**config.mk**
```make
export PLATFORM = sky130hd
export DESIGN_NAME = memory_arbiter
export DESIGN_NICKNAME = d
export VERILOG_FILES = /design/src/rtl/memory_arbiter.sv
export SDC_FILE = /design/constraint.sdc
export NUM_CORES = 1
export LEC_CHECK = 0
export ABC_AREA = 1
export CORE_MARGIN = 3
export CORE_UTILIZATION = 26
export CTS_CLUSTER_SIZE = 24
export DETAILED_ROUTE_END_ITERATION = 8
export PLACE_DENSITY = 0.54
export SLEW_MARGIN = 20
export SYNTH_ARGS = -nofsm -noshare
export SYNTH_HDL_FRONTEND = slang
export SYNTH_SLANG_ARGS = --single-unit
```
**constraint.sdc**
```tcl
create_clock -name clk_i -period 2.7 [get_ports clk_i]
set_input_delay 0.54 -clock clk_i [delete_from_list [all_inputs] [get_ports clk_i]]
set_output_delay 0.54 -clock clk_i [all_outputs]
set_load 0.02 [all_outputs]
```
**src/rtl/memory_arbiter.sv**
```systemverilog
// Two-requester round-robin arbiter in front of a single memory port.
// One transaction at a time: IDLE grants, BUSY waits for ack or timeout, RESP pulses the ack.
module memory_arbiter #(
  parameter int TIMEOUT = 16
) (
  input  logic        clk_i,
  input  logic        rst_i,
  input  logic        r0_req_i,
  input  logic        r0_we_i,
  input  logic [31:0] r0_addr_i,
  input  logic [31:0] r0_wdata_i,
  output logic        r0_ack_o,
  output logic        r0_err_o,
  output logic [31:0] r0_rdata_o,
  input  logic        r1_req_i,
  input  logic        r1_we_i,
  input  logic [31:0] r1_addr_i,
  input  logic [31:0] r1_wdata_i,
  output logic        r1_ack_o,
  output logic        r1_err_o,
  output logic [31:0] r1_rdata_o,
  output logic        mem_enable_o,
  output logic        mem_write_o,
  output logic [31:0] mem_addr_o,
  output logic [31:0] mem_wdata_o,
  input  logic        mem_ack_i,
  input  logic [31:0] mem_rdata_i
);

  typedef enum logic [1:0] {IDLE, BUSY, RESP} state_t;

  localparam logic [3:0] TO_LAST = 4'(TIMEOUT - 1);

  state_t            state, state_nxt;
  logic              gnt, gnt_nxt, last_gnt;
  logic [3:0]        wait_cnt;
  logic              err;
  logic [1:0]        req;
  logic [1:0][31:0]  rdata_q;

  assign req = {r1_req_i, r0_req_i};

  // r0 wins when alone, or on a tie when r1 had the previous grant
  always_comb begin
    state_nxt = state;
    gnt_nxt   = gnt;
    case (state)
      IDLE: if (|req) begin
        state_nxt = BUSY;
        gnt_nxt   = (req[0] && (!req[1] || last_gnt)) ? 1'b0 : 1'b1;
      end
      BUSY: if (mem_ack_i || wait_cnt == TO_LAST) state_nxt = RESP;
      RESP: state_nxt = IDLE;
      default: state_nxt = IDLE;
    endcase
  end

  always_ff @(posedge clk_i) begin
    if (rst_i) begin
      state       <= IDLE;
      gnt         <= 1'b0;
      last_gnt    <= 1'b1;
      wait_cnt    <= '0;
      err         <= 1'b0;
      mem_write_o <= 1'b0;
      mem_addr_o  <= '0;
      mem_wdata_o <= '0;
      rdata_q     <= '0;
    end else begin
      state <= state_nxt;
      case (state)
        IDLE: if (|req) begin
          gnt         <= gnt_nxt;
          last_gnt    <= gnt_nxt;
          wait_cnt    <= '0;
          err         <= 1'b0;
          mem_write_o <= gnt_nxt ? r1_we_i    : r0_we_i;
          mem_addr_o  <= gnt_nxt ? r1_addr_i  : r0_addr_i;
          mem_wdata_o <= gnt_nxt ? r1_wdata_i : r0_wdata_i;
        end
        // ack takes priority over a timeout landing in the same cycle
        BUSY: if (mem_ack_i) begin
          err <= 1'b0;
          if (!mem_write_o) rdata_q[gnt] <= mem_rdata_i;
        end else if (wait_cnt == TO_LAST) begin
          err <= 1'b1;
        end else begin
          wait_cnt <= wait_cnt + 4'd1;
        end
        default: ;
      endcase
    end
  end

  assign mem_enable_o = (state == BUSY);
  assign r0_ack_o     = (state == RESP) && !gnt;
  assign r1_ack_o     = (state == RESP) &&  gnt;
  assign r0_err_o     = r0_ack_o && err;
  assign r1_err_o     = r1_ack_o && err;
  assign r0_rdata_o   = rdata_q[0];
  assign r1_rdata_o   = rdata_q[1];

endmodule

```
Word level (Yosys, flattened, before mapping)
Cells that the tools add are included.
{ "classes": {"n_div": 0, "bitwise_logic": 1, "n_lt_le_gt_ge": 2, "mux": 20, "n_mul": 0, "reduce_logical": 18, "n_shift": 0, "add_sub_neg": 1, "eq_ne": 8} }
{ "op_table": {"columns": ["op", "n"], "rows": [
  ["$mux 32", 3],
  ["$bwmux 64", 1],
  ["$demux 32 s1", 1],
  ["$mux 4", 3],
  ["$pmux 4 s2", 1],
  ["$mux 1", 7],
  ["$logic_and 1x1->1", 6],
  ["$ne 2x2->1 const B", 3],
  ["$reduce_and 3->1", 2],
  ["$add 4x1->4 const B", 1],
  ["$eq 4x4->1 const B", 1],
  ["$mux 2", 2],
  ["$pmux 2 s2", 1],
  ["$reduce_and 2->1", 2],
  ["$reduce_and 4->1", 1],
  ["$ne 3x1->1 const B", 1],
  ["$eq 2x1->1 const B", 1],
  ["$eq 2x2->1 const B", 1],
  ["$logic_not 1->1", 2],
  ["$logic_not 2->1", 1],
  ["$logic_or 1x1->1", 2],
  ["$lt 1x2->1 const B", 1],
  ["$ne 2x1->1 const B", 1],
  ["$pmux 1 s2", 1],
  ["4 further kinds", 4]
]} }
{ "word_totals": {"input_bits": 167, "romBits": 0, "reg_bits": 138, "out_inout_bits": 134, "mem_count": 0, "latchBits": 0, "word_cells": 60, "ram_bits": 0} }

Depth between registers and ports, before layout
{ "logic_depth": {"word_depth": 7, "mapped_depth": 9, "ltp_nobuf": 8} }

Worst setup path after synthesis
No wires, ideal clock.
{ "synth_timing": {"kind": "register to output", "startpoint": "register gnt", "endpoint": "output r1_err_o", "path_buffers": 2, "path_stages_with_launch": 5, "arrival_ns": 1.336, "required_time_ns": 2.160, "path_slack_ns": 0.824, "cell_sequence": "dfxtp_1 buf_6 inv_8 buf_4 nor4_1"} }
{ "synth_via": {"elab_chain_len": 2} }
{ "synth_rtl": {"columns": ["item", "line", "text"], "rows": [
  ["from (decl)", "35", "logic gnt, gnt_nxt, last_gnt;"],
  ["from (signal assigned)", "73", "gnt <= gnt_nxt;"],
  ["$logic_and 1x1->1", "97", "assign r1_ack_o = (state == RESP) && gnt;"],
  ["$logic_and 1x1->1", "99", "assign r1_err_o = r1_ack_o && err;"],
  ["to (decl)", "20", "output logic r1_err_o,"]
]} }
Every way passes these cells.

Worst setup path after layout
{ "layout_timing": {"startpoint": "register gnt", "endpoint": "output r0_err_o"} }
{ "layout_via": {"elab_chain_len": 3} }
{ "layout_rtl": {"columns": ["item", "line", "text"], "rows": [
  ["$logic_not 1->1", "96", "assign r0_ack_o = (state == RESP) && !gnt;"],
  ["$logic_and 1x1->1", "96", null],
  ["$logic_and 1x1->1", "98", "assign r0_err_o = r0_ack_o && err;"],
  ["to (decl)", "13", "output logic r0_err_o,"]
]} }
Every way passes these cells.

==> metrics.json <==
{
  "postSynthNetCount": {"value": 1014},
  "critPathKind": {"value": "reg -> out"},
  "layoutNonFillerInstCount": {"value": 1445},
  "dominant_delay_contributor_by_cell_family_on_the_critical_path": {"value": "buffers and inverters"},
  "timing.critical_path.cells": {"value": "buf_4 -> nor4_1 -> clkdlybuf4s50_1"},
  "critical-path-max-stage-delay": {"value": 650, "unit": "ps"},
  "final-setup-viol-count": {"value": 0},
  "vias_per_cell": {"value": 4.39},
  "finalHoldViolations": {"value": 0},
  "num_vias": {"value": 6345},
  "antennaDiodeCount": {"value": 0},
  "dpl.hpwl": {"value": 15.2, "unit": "mm"},
  "reg2reg_setup_slack": {"value": 970, "unit": "ps"},
  "synth_top_family_by_area": {"value": "simple AND/OR/NAND/NOR gates"},
  "drt_first_iter_violations": {"value": 350},
  "cts_tree": {"value": "done"},
  "critical_path.startpoint_type": {"value": "flop"},
  "critPathRequiredTime": {"value": 2160, "unit": "ps"},
  "worst-r2r-cell-count": {"value": 5},
  "synth_enable_flop_cells": {"value": 0},
  "core-area": {"value": 22900, "unit": "sq um"},
  "grt_remaining_overflow": {"value": 0},
  "final.min_clock_period": {"value": 2510, "unit": "ps"},
  "routed_wire_length_per_instance": {"value": 15.1, "unit": "microns"},
  "clk_pin_slew": {"value": 60, "unit": "ps"},
  "synth_compound_gate_area_share": {"value": 12.7, "unit": "%"},
  "post_synth_xor_area_fraction": {"value": 0, "unit": "%"},
  "clock_tree.htree_level_count": {"value": 4},
  "number_of_rows_in_the_core_area": {"value": 55},
  "endpoint_kind": {"value": "output pin"},
  "post_synth_num_cell_types": {"value": 29},
  "drive_gt1_share": {"value": 5.57, "unit": "%"},
  "synth_seq_cells": {"value": 138},
  "post-route-worst-setup-slack": {"value": 193, "unit": "ps"},
  "worst_slew_pin_slew": {"value": 781, "unit": "ps"},
  "fraction_of_the_mapped_netlist_area_in_simple_logic_gates": {"value": 29.7, "unit": "%"},
  "critical_path_arrival": {"value": 1970, "unit": "ps"},
  "timing.rr.end": {"value": "r1_rdata_o[29]"},
  "p_comb_share": {"value": 24.1, "unit": "%"},
  "number_of_resized_instances_in_the_post_cts_repair_step": {"value": 0},
  "min_delay_worst_endpoint": {"value": "last_gnt"},
  "grt_setup_unrepaired": {"value": "false"},
  "dpl.cell_count": {"value": 1413},
  "multiplexer_area_fraction_after_synthesis": {"value": 0, "unit": "%"},
  "worst_path_fanout_max": {"value": 20},
  "netlist.top_cell.by_area": {"value": "sky130_fd_sc_hd__dfxtp_1"},
  "tritoncts.num_buffers": {"value": 17},
  "drt-total-wl": {"value": 21.9, "unit": "mm"},
  "power.share.sequential": {"value": 36.7, "unit": "%"},
  "power_frac_clock": {"value": 39.2, "unit": "%"},
  "holdBufCountCts": {"value": 0},
  "drv.max_cap_violation_count": {"value": 0},
  "initial_core_utilization": {"value": 26.8, "unit": "%"},
  "synth.cells.most_frequent": {"value": "272 x sky130_fd_sc_hd__nand2_1, 138 x sky130_fd_sc_hd__dfxtp_1, 107 x sky130_fd_sc_hd__a21oi_1"},
  "crit_buf_inv": {"value": 2},
  "pin_count_of_the_biggest_net_entering_global_routing": {"value": 109},
  "timing.max_slew.rel_slack": {"value": 47.9, "unit": "%"},
  "die_area": {"value": 25500, "unit": "sq um"},
  "final-max-slew-violation-count": {"value": 0},
  "clk_root_buffer_cell": {"value": "sky130_fd_sc_hd__clkbuf_16"},
  "min_from": {"value": "rst_i"},
  "tns": {"value": 0, "unit": "ps"},
  "worst_path_slowest_cell": {"value": "sky130_fd_sc_hd__clkdlybuf4s50_1"},
  "async_flop_share": {"value": 0, "unit": "%"},
  "cts_buffer_depth": {"value": 2},
  "finalCritPeriodShare": {"value": 92.9, "unit": "%"},
  "p_per_area": {"value": 635, "unit": "nW/um^2"},
  "total_switching_power": {"value": 1900, "unit": "uW"},
  "post_drt_antenna_nets": {"value": 0},
  "total_power": {"value": 6280, "unit": "uW"},
  "cts.repair_timing.setup_buffer_count": {"value": 0},
  "fin_worst_skew": {"value": 14.3, "unit": "ps"},
  "power.share.switching": {"value": 30.3, "unit": "%"},
  "rr_startpoint": {"value": "state[0]"},
  "post_synth_instance_area": {"value": 6150, "unit": "sq um"},
  "timing.fmax": {"value": 399, "unit": "MHz"},
  "first_global_vias": {"value": 6153},
  "finish.net_count": {"value": 1287},
  "synthToLayoutAreaGrowth": {"value": 60.8, "unit": "%"},
  "internal_power": {"value": 4380, "unit": "uW"},
  "die_width": {"value": 160, "unit": "microns"},
  "tritoncts_num_sinks": {"value": 138},
  "yosys.area.top_type_share": {"value": 44.9, "unit": "%"},
  "number_of_placed_i_o_pins": {"value": 301},
  "insertion_delay": {"value": 410, "unit": "ps"},
  "yosys-top-cells-area": {"value": "sky130_fd_sc_hd__dfxtp_1 45%, sky130_fd_sc_hd__nand2_1 17%, sky130_fd_sc_hd__a21oi_1 8.7%"},
  "post_synth_fa_ha_maj_area_fraction": {"value": 0.203, "unit": "%"},
  "grt_first_pass_wirelength": {"value": 34.1, "unit": "mm"},
  "vdd_ir_drop_max": {"value": 409, "unit": "uV"},
  "syn-mean-instance-area": {"value": 7.27, "unit": "sq um"},
  "synth-main-ff-cell": {"value": "sky130_fd_sc_hd__dfxtp_1"},
  "preCtsSetupSlack": {"value": 484, "unit": "ps"},
  "outcome": {"value": "finished, final reports clean"},
  "synth_sequential_area_ratio": {"value": 44.9, "unit": "%"},
  "yosys_warnings": {"value": 0},
  "hold_path_depth": {"value": 3},
  "gp_congestion": {"value": 0.788},
  "drtPass1Iterations": {"value": 5},
  "post-synth-top-count-cell": {"value": "sky130_fd_sc_hd__nand2_1"},
  "antenna_found_initial": {"value": 0},
  "die-height": {"value": 160, "unit": "microns"},
  "power_leakage": {"value": 0.00395, "unit": "uW"},
  "post_synth_inst_count": {"value": 846},
  "io_buffer_count": {"value": 300},
  "grt_use_total": {"value": 16.6, "unit": "%"},
  "drc_errors": {"value": 0},
  "holdCritPathClass": {"value": "in -> reg"}
}
metrics by stage:
step                      util, %  hold WS, ps  instance area [sq um]
after floorplan                 -          435                   6150
final                        43.2          441                   9890
after global routing         43.2          464                   9890
after global placement       40.5          437                   9280
after detailed placement     40.5          442                   9280
after CTS                    43.2          432                   9890
final cells by class:
cell class,count,area [sq um]
clock inverter,14,183
tap,313,392
clock buffer,18,429
sequential,138,2760
multi-input combinational,567,2630
timing repair buffer,316,3190
inverter,79,304
fill,2415,13000
sequential cells by signal, indices dropped and copies added (netlist names):
| register | flops |
|---|---|
| r0_rdata_o | 32 |
| state | 2 |
| gnt | 1 |
| mem_wdata_o | 32 |
| wait_cnt | 4 |
| err | 1 |
| mem_write_o | 1 |
| r1_rdata_o | 32 |
| last_gnt | 1 |
| mem_addr_o | 32 |
worst max-delay path by stage:
stage               startpoint         endpoint  cells past startpoint
floorplan                  gnt         r1_err_o                      4
global placement      r0_req_i  mem_wdata_o[21]                      8
detailed placement    r0_req_i  mem_wdata_o[21]                      8
CTS                        gnt         r0_err_o                      3
global route          state[0]     mem_enable_o                      3
finish                     gnt         r0_err_o                      3
power groups by stage:
| stage | sequential (uW) | combinational (uW) | clock (uW) |
|---|---|---|---|
| final | 2310 | 1520 | 2460 |
| after global routing | 2330 | 1660 | 2630 |
| after CTS | 2310 | 1550 | 2550 |
| after detailed placement | 2350 | 1540 | 0 |
| after global placement | 2340 | 1540 | 0 |
| after floorplan | 2530 | 635 | 0 |
cell families (layout without fill, tap and decap cells):
kind of cell | Yosys count | count (layout)
fa+ha+maj | 1 | 1
buf+inv | 141 | 427
flops | 138 | 138
compound gates | 155 | 155
simple gates | 411 | 411
metal layers:
metal	GRT usage [%]	vias up	routed length, microns
met5	0	-	0
li1	-	3264	-
met1	20.4	2818	9480
met3	7.50	20	2170
met4	4.77	0	378
met2	26.2	243	9840
tightest hold or removal path: stages:
cell	delay, ps
sky130_fd_sc_hd__buf_2	150
sky130_fd_sc_hd__a21oi_1	60
sky130_fd_sc_hd__o21ai_1	70
layout by cell type, fill, tap and decap left out, drive strengths merged:
| cell type | count |
|---|---|
| nor4 | 2 |
| nand3 | 92 |
| a21oi | 109 |
| dfxtp | 138 |
| ha | 1 |
| and3 | 1 |
| nand2 | 276 |
| clkinvlp | 2 |
| bufinv | 3 |
| inv | 85 |
| clkbuf | 18 |
| nor3 | 4 |
| buf | 17 |
| o21ai | 46 |
| nor2 | 12 |
| clkinv | 3 |
| nand4 | 1 |
| nand3b | 23 |
| clkdlybuf4s50 | 299 |
Power figures use the tool's default switching activity.
